--- config.mk ---
export PLATFORM = sky130hd
export DESIGN_NAME = audio_dac_serializer
export DESIGN_NICKNAME = d
export VERILOG_FILES = /design/src/rtl/audio_dac_serializer.sv
export SDC_FILE = /design/constraint.sdc
export NUM_CORES = 1
export LEC_CHECK = 0
export CAP_MARGIN = 30
export CORE_ASPECT_RATIO = 1.1
export CORE_UTILIZATION = 40
export DETAILED_ROUTE_END_ITERATION = 6
export PLACE_DENSITY = 0.73
export SYNTH_ARGS = -nofsm -noshare
export SYNTH_HDL_FRONTEND = slang
export SYNTH_SLANG_ARGS = --single-unit
--- constraint.sdc ---
create_clock -name clk -period 3.05 [get_ports clk]
set_clock_uncertainty 0.05 [all_clocks]
set_input_delay 0.305 -clock clk [delete_from_list [all_inputs] [get_ports clk]]
set_output_delay 0.305 -clock clk [all_outputs]
set_load 0.005 [all_outputs]
--- src/rtl/audio_dac_serializer.sv ---
// audio_dac_serializer: stereo I2S / left-justified DAC data serializer.
// The codec owns bclk and daclrc; both are synchronised into clk and all
// serial activity happens on the clk cycle that sees a synchronised bclk
// falling edge. One stereo sample pair is buffered ahead of the frame.
module audio_dac_serializer #(
    parameter int DATA_WIDTH    = 16,
    parameter int I2S_MODE      = 1,
    parameter int UNDERRUN_ZERO = 1
) (
    input  logic                  clk,
    input  logic                  reset,
    input  logic                  bclk,
    input  logic                  daclrc,
    input  logic [DATA_WIDTH-1:0] data_left,
    input  logic [DATA_WIDTH-1:0] data_right,
    input  logic                  in_valid,
    output logic                  in_ready,
    output logic                  dacdat,
    output logic                  frame_start,
    output logic                  underrun,
    output logic [15:0]           underrun_count
);

    // Counter must reach DATA_WIDTH+1 so the slot tail reads as out of range.
    localparam int             CW      = $clog2(DATA_WIDTH + 2);
    localparam logic [CW-1:0]  CNT_MAX = CW'(DATA_WIDTH + 1);
    localparam logic [CW-1:0]  CNT_DW  = CW'(DATA_WIDTH);

    logic                  bclk_s1, bclk_s2, bclk_h;
    logic                  lrc_s1, lrc_s2;
    logic                  lr_prev;
    logic                  full;
    logic [DATA_WIDTH-1:0] buf_left, buf_right;
    logic [DATA_WIDTH-1:0] sh_left, sh_right;
    logic [CW-1:0]         cnt;

    logic                  fall, lr_now, ch_start, load, accept;
    logic [CW-1:0]         cnt_nxt, idx;
    logic                  in_range;
    logic [DATA_WIDTH-1:0] left_nxt, right_nxt, word_sel, shifted;
    logic                  dac_nxt;

    assign in_ready = ~full & ~reset;
    assign accept   = in_valid & in_ready;

    // Two-stage synchronisers for both codec clocks plus a bclk history stage.
    always_ff @(posedge clk) begin
        if (reset) begin
            bclk_s1 <= 1'b0;
            bclk_s2 <= 1'b0;
            bclk_h  <= 1'b0;
            lrc_s1  <= 1'b0;
            lrc_s2  <= 1'b0;
        end else begin
            bclk_s1 <= bclk;
            bclk_s2 <= bclk_s1;
            bclk_h  <= bclk_s2;
            lrc_s1  <= daclrc;
            lrc_s2  <= lrc_s1;
        end
    end

    // Edge detect, frame load selection and next serial bit.
    always_comb begin
        fall     = bclk_h & ~bclk_s2;
        lr_now   = lrc_s2;
        ch_start = fall && (lr_now != lr_prev);
        load     = ch_start && !lr_now;

        // A load with an empty buffer either zeroes or repeats the frame.
        left_nxt  = sh_left;
        right_nxt = sh_right;
        if (load) begin
            if (full) begin
                left_nxt  = buf_left;
                right_nxt = buf_right;
            end else if (UNDERRUN_ZERO != 0) begin
                left_nxt  = '0;
                right_nxt = '0;
            end
        end

        cnt_nxt = cnt;
        if (ch_start)
            cnt_nxt = '0;
        else if (cnt != CNT_MAX)
            cnt_nxt = cnt + CW'(1);

        // I2S delays the MSB by one bclk, so count 0 is a dead slot.
        if (I2S_MODE != 0) begin
            idx      = cnt_nxt - CW'(1);
            in_range = (cnt_nxt != '0) && (idx < CNT_DW);
        end else begin
            idx      = cnt_nxt;
            in_range = cnt_nxt < CNT_DW;
        end

        word_sel = lr_now ? right_nxt : left_nxt;
        shifted  = word_sel << idx;
        dac_nxt  = in_range ? shifted[DATA_WIDTH-1] : 1'b0;
    end

    // Holding buffer, frame shifter, bit counter and status pulses.
    always_ff @(posedge clk) begin
        if (reset) begin
            full           <= 1'b0;
            buf_left       <= '0;
            buf_right      <= '0;
            sh_left        <= '0;
            sh_right       <= '0;
            cnt            <= '0;
            lr_prev        <= 1'b0;
            dacdat         <= 1'b0;
            frame_start    <= 1'b0;
            underrun       <= 1'b0;
            underrun_count <= 16'd0;
        end else begin
            frame_start <= 1'b0;
            underrun    <= 1'b0;

            // Accept only happens while empty, load only clears while full,
            // so the two never fight over the flag.
            if (accept) begin
                buf_left  <= data_left;
                buf_right <= data_right;
                full      <= 1'b1;
            end

            if (fall) begin
                lr_prev <= lr_now;
                cnt     <= cnt_nxt;
                dacdat  <= dac_nxt;
                if (load) begin
                    sh_left     <= left_nxt;
                    sh_right    <= right_nxt;
                    frame_start <= 1'b1;
                    if (full) begin
                        full <= 1'b0;
                    end else begin
                        underrun <= 1'b1;
                        if (underrun_count != 16'hFFFF)
                            underrun_count <= underrun_count + 16'd1;
                    end
                end
            end
        end
    end

endmodule
==> results of run 1 <==
through the flow:
| stage | std cells | util [%] | power [mW] |
|---|---|---|---|
| after floorplan | 477 | - | 1.403 |
| after global placement | 632 | 48.05 | 1.473 |
| after detailed placement | 632 | 48.05 | 1.476 |
| after CTS | 648 | 50.37 | 2.399 |
| after global routing | 648 | 50.87 | 2.487 |
| final | 648 | 50.87 | 2.388 |
worst paths after layout:
check	depth (start not counted)	to
max	12	dacdat$_SDFFE_PP0N_
min	1	bclk_s2$_SDFF_PP0_
min reg2reg	1	bclk_s2$_SDFF_PP0_
max reg2reg	12	dacdat$_SDFFE_PP0N_
layer usage:
| layer | share of wire (%) | GRT usage [%] | vias up | wire length [um] |
|---|---|---|---|---|
| met1 | 46 | 22.17 | 1591 | 3955 |
| met4 | 2.4 | 8.209 | 0 | 209 |
| met5 | 0 | 0 | - | 0 |
| met3 | 3.9 | 3.167 | 18 | 330 |
| li1 | - | - | 1705 | - |
| met2 | 47 | 27.97 | 69 | 4066 |
what timing repair did:
item,in CTS,in global routing
pin swaps,1,0
resized for setup,1,10
cloned,0,0
hold buffers,0,0
endpoints found under the setup margin,1,1
hold endpoints to repair,0,0
synth_stat cells:
cell	number
and4_1	2
nand3b_1	1
buf_1	1
o31a_1	1
nand4_1	7
nand3_1	25
a211o_1	1
clkbuf_1	28
mux2_2	3
ha_1	4
a22o_1	1
nand2_2	1
buf_4	1
buf_2	2
nand4bb_1	2
and2_1	1
o211ai_1	2
a311oi_1	1
o21ai_0	38
buf_6	1
a211oi_1	1
inv_1	12
nand2_1	72
a21oi_1	43
dfxtp_1	95
and4bb_1	2
or3_1	6
nor2b_1	6
xnor2_1	9
xor2_4	1
a2111oi_0	3
a211oi_4	1
or4_1	1
mux2i_1	3
nor2_1	31
mux4_2	6
nand2b_1	33
and3b_1	2
xor2_1	8
o311ai_0	1
nor3_1	2
and3_1	16
sequential cells by signal, summed over array words and instances, names as in the netlist, 5 cells and up:
name / count
buf_left: 16
buf_right: 16
sh_left: 16
sh_right: 16
underrun_count: 16
cnt: 5
layout make-up:
type                            instances  area (um^2)
Multi-Input combinational cell        337         2057
Inverter                               12        45.04
Clock buffer                           10        137.6
Tap cell                              120        150.1
Clock inverter                          6        90.09
Fill cell                             965         4858
Sequential cell                        95         1906
Timing Repair Buffer                   68        645.6
power groups by stage:
stage / clock, mW / combinational [mW] / sequential [mW]
2_1_floorplan: 0 / 0.0888 / 1.31
3_5_place_dp: 0 / 0.151 / 1.32
3_3_place_gp: 0 / 0.149 / 1.32
5_1_grt: 1.01 / 0.172 / 1.30
6_report: 0.939 / 0.153 / 1.30
4_1_cts: 0.950 / 0.152 / 1.30
cells in the final DEF (no fill, tap or decap), drive strengths merged, types with 3 or more instances in the layout:
master         instances
nor2                  31
a2111oi                3
mux2i                  3
or3                    6
a21oi                 43
nor2b                  6
xor2                   9
and3                  16
buf                   13
o21ai                 38
nand2                 73
nand4                  7
clkbuf                10
nand3                 25
mux4                   6
nand2b                33
clkdlybuf4s50         55
mux2                   3
ha                     4
dfxtp                 95
inv                   14
xnor2                  9
logic make-up after synthesis:
| family | share of synthesized area, % |
|---|---|
| muxes | 4.870 |
| adders and majority gates | 1.225 |
| buffers and inverters | 4.472 |
| DFF | 46.55 |
| and+or+nand+nor | 25.88 |
| AOI/OAI and AO/OA | 12.68 |
| xor gates and xnor gates | 4.319 |
==> results.toml, run 1 <==
[clock_network]
clock-root-buffer = "clkbuf_8"
clk-insertion-delay-late_ns = 0.36
clkSlewWorstSetupHoldPaths_ns = 0.09
tritoncts.num_buffers = 9
setup_bufs_post_cts = 0
cts_htree_levels = 3
clock-sinks = 95
tritoncts = "done"
clk_path_buf_depth = 2

[critical_path]
cpMostUsedCell = "inv_2"
timing.reg2reg.setup_slack_ns = 0.13
critical_path.n_buffers_inverters = 2
critPathMaxStageDelay_ns = 0.46
critical_path_class = "flip-flop to flip-flop"
timing.critical_path.to_type = "flip-flop"
path_cells = "inv_2 > ha_4 > and4bb_2 > xnor2_2 > nand2_2 > ha_1 > inv_2 > xnor2_4 > mux2_2 > mux4_2 > a211o_1 > o211ai_1"
crit_family = "multiplexers"
timing.critical_path.fanout_max = 7
critical_path_required_ns = 3.29
timing.rr.start = "cnt[1]$_SDFFE_PP0N_"
critical_path_arrival_ns = 3.16
cp-start-kind = "flip-flop"
cp_startpoint = "cnt[1]$_SDFFE_PP0N_"
cp_max_stage_cell = "mux4_2"

[sta]
finalCritPeriodShare_pct = 95.71
tightest_slew_ns = 0.5459
rsz0062_at_grt = "no"
hold_violations = 0
finalHoldWorstSlack_ns = 0.4061
fmax_ghz = 0.3426
setup_viol_count_final = 0
period_needed_ns = 2.919
fin_setup_tns_ns = 0
timing_max_transition_violations_final = 0
max_slew_margin_pct = 63.60
timing.final.ws_setup_ns = 0.1310

[min_path]
hold_path_class = "flip-flop to flip-flop"
hold_path.startpoint = "bclk_s1$_SDFF_PP0_"

[route]
wirelength_um = 8562
ant_nets = 0
vias = 3383
initial_drc_count = 282
post_detailed_route_wirelength_per_cell_um = 13.21
avgViaCountPerCell = 5.221
detail_route.drc_violations = 6
detail_route.first_pass.iterations = 7

[placement]
post_dp_cell_area_um2 = 4752
placement.io_buffers = 56
placement.setup.worst_slack_ns = -0.01477
hpwl_um = 5907
place.gp.congestion = 0.8473

[grt]
grt_pass1_wl_um = 14600
first_global_vias = 3129
grt_antenna_before_repair = 0
grt-ovfl-total = 0
grt_max_degree = 58
gr-usage-all-layers_pct = 17.19

[yosys]
ys_seq_area_share_pct = 46.55
yosysTopAreaCell = "dfxtp_1"
synth-seq-cells = 95
yosysUniqueCellTypes = 42
syn-instance-count = 477
synth-warning-count = 0
synth_top_cells_by_area = "dfxtp_1, nand2_1, a21oi_1"
post_synth_instance_area_um2 = 4085
mappedNetlistNets = 518
synth.avg_cell_area_um2 = 8.564
synth_top_area_share_pct = 46.55

[power]
power.share.clock_pct = 39.3
intPower_mw = 1.844
cellLeakagePower_nw = 1.761
share_seq_of_total_power_pct = 54.3
powerDensity_nw_per_um2 = 474.6
vdd.ir_drop.worst_uv = 265.1
switching_share_pct = 22.78
power.net_switching_mw = 0.5440
share_comb_of_total_power_pct = 6.4

[finish]
syn2layout_area_growth_pct = 23.15
nets = 564
antennaDiodeCount = 0
drive_above_1_share_pct = 9.659
postLayoutCellArea_um2 = 5031

[die]
io_pins = 57
core_region_area_um2 = 9889
floorplan.initialDensity_pct = 41.31
overall_die_width_um = 98.36
dieArea_um2 = 10620
standard_cell_row_count = 38
dieHeight_um = 108.0

[job]
drv.max_cap_violation_count = 0

[status]
violations = "design-rule violations"
status = "finished with violations"
No activity file was read; power rests on OpenSTA's default activity.
==> run 2, diff against run 1 <==
PLACE_DENSITY = 0.7   (was 0.73)
clock period = 2.7 ns   (was 3.05 ns; I/O delays follow)
==> run 2 against run 1 <==
Compared with the run above: the run ends with negative setup slack left; largest cell class unchanged; count of clock-buffer cells in the layout unchanged; critical path depth decreased by 3; largest power group unchanged; setup slack got worse by 0.17 ns.
==> results.toml, run 2 (synthesis gave the netlist of run 1 again) <==
[status]
status = "finished with violations"
violations = "negative setup slack"

[critical_path]
critPathMaxStageDelay_ns = 0.46
crit_family = "multiplexers"
cp_max_stage_cell = "mux4_2"
critical_path_arrival_ns = 2.98
critical_path_class = "flip-flop to flip-flop"
path_cells = "buf_4 > ha_1 > xnor2_2 > a211oi_4 > xnor2_4 > mux2_4 > mux4_2 > a211o_1 > o211ai_1"
critical_path.n_buffers_inverters = 1
timing.critical_path.to_type = "flip-flop"
cp-start-kind = "flip-flop"
timing.critical_path.fanout_max = 6
critical_path_required_ns = 2.94

[grt]
grt_max_degree = 57
grt_antenna_before_repair = 0
grt-ovfl-total = 0
grt_pass1_wl_um = 14650
gr-usage-all-layers_pct = 17.30
first_global_vias = 3131

[power]
share_comb_of_total_power_pct = 7.1
power.net_switching_mw = 0.6075
vdd.ir_drop.worst_uv = 346.9
share_seq_of_total_power_pct = 56.8
intPower_mw = 1.972
cellLeakagePower_nw = 1.832
switching_share_pct = 23.55
power.share.clock_pct = 36.2
powerDensity_nw_per_um2 = 501.7

[clock_network]
clk_path_buf_depth = 2
tritoncts = "done"
cts-hold-fix-buffers = 0
cts_htree_levels = 3
clock-root-buffer = "clkbuf_8"
clock-sinks = 95
tritoncts.num_buffers = 9
clkSlewWorstSetupHoldPaths_ns = 0.09
clk-insertion-delay-late_ns = 0.36

[placement]
placement.io_buffers = 56
hpwl_um = 6189
place.gp.congestion = 0.8729
placement.setup.worst_slack_ns = -0.08890
placed_cells = 644

[finish]
antennaDiodeCount = 0
utilization_after_layout_pct = 52.00
syn2layout_area_growth_pct = 25.88
layout.cells.non_filler = 662
final_cell_mix = "dfxtp_1, nand2_1, clkdlybuf4s50_1, a21oi_1, o21ai_0"
layout_commonest_cell = "dfxtp_1"
drive_above_1_share_pct = 12.36
nets = 578

[route]
initial_drc_count = 189
detail_route.drc_violations = 0
detail_route.first_pass.iterations = 4
avgViaCountPerCell = 5.157
vias = 3414
wirelength_um = 8801
post_detailed_route_wirelength_per_cell_um = 13.29
ant_nets = 0

[die]
overall_die_width_um = 98.36
standard_cell_row_count = 38
io_pins = 57
dieHeight_um = 108.0
floorplan.initialDensity_pct = 41.31
core_region_area_um2 = 9889
dieArea_um2 = 10620

[sta]
setup_viol_count_final = 1
hold_violations = 0
period_needed_ns = 2.744
timing_max_transition_violations_final = 0
rsz0062_at_grt = "yes"
tightest_slew_ns = 0.5973
fmax_ghz = 0.3645
timing.final.ws_setup_ns = -0.04377
finalHoldWorstSlack_ns = 0.1609
finalCritPeriodShare_pct = 101.6
fin_setup_tns_ns = -0.04377
max_slew_margin_pct = 60.12

[job]
drv.max_cap_violation_count = 0

[min_path]
hold_path_class = "input pin to flip-flop"
==> run 2: cell types whose count changed in the layout (fill, tap and decap cells not counted), moves of 2 or more <==
cell	previous run	this run
buf_4	12	25
clkinv_4	0	2
inv_4	0	2
mux2_2	3	1
mux2_4	0	2
==> run 2: final cells by class <==
cell class	count	area (um^2)
timing repair buffer	82	763.2
inverter	12	47.55
tap	120	150.1
sequential	95	1907
clock inverter	6	67.56
multi-input combinational	337	2079
clock buffer	10	127.6
fill	931	4747
==> run 2: worst reg2reg max path, cell delays in order (launching register included) <==
cell	delay (ns)
dfxtp_4	0.36
buf_4	0.16
ha_1	0.24
xnor2_2	0.17
a211oi_4	0.31
xnor2_4	0.20
mux2_4	0.32
mux4_2	0.46
a211o_1	0.27
o211ai_1	0.14
==> run 2: final timing paths <==
| check | slack (ns) | end | cells past startpoint | from |
|---|---|---|---|---|
| hold / removal | 0.16 | lrc_s1$_SDFF_PP0_ | 2 | reset |
| setup reg to reg | -0.04 | dacdat$_SDFFE_PP0N_ | 9 | cnt[0]$_SDFFE_PP0N_ |
| setup / recovery | -0.04 | dacdat$_SDFFE_PP0N_ | 9 | cnt[0]$_SDFFE_PP0N_ |
| hold reg to reg | 0.40 | sh_right[0]$_SDFFE_PP0P_ | 2 | sh_right[0]$_SDFFE_PP0P_ |
==> run 2: power by group through the flow <==
stage	combinational, mW	clock, mW	sequential (mW)
2_1_floorplan	0.104	0	1.48
3_3_place_gp	0.177	0	1.50
3_5_place_dp	0.180	0	1.50
4_1_cts	0.183	0.962	1.46
5_1_grt	0.203	1.02	1.47
6_report	0.183	0.933	1.46
==> run 2: stage by stage <==
step | cell area (um^2) | power (mW)
finish | 5142 | 2.580
global route | 5142 | 2.690
CTS | 5129 | 2.609
detailed placement | 4908 | 1.677
global placement | 4908 | 1.674
floorplan | 4146 | 1.588
==> run 2: timing repair <==
action | CTS | global route
setup endpoints to repair | 1 | 2
resized for setup | 1 | 4
setup buffers | 2 | 0
pin swaps | 2 | 0
hold endpoints to repair | 0 | 0
==> run 2: metal layers <==
layer  vias up  track usage [%]  part of all wire, %
met5         -                0                    0
met4         0            8.316                  2.1
li1       1741                -                    -
met3        13            3.167                  2.7
met1      1608            22.94                   48
met2        52            27.36                   47
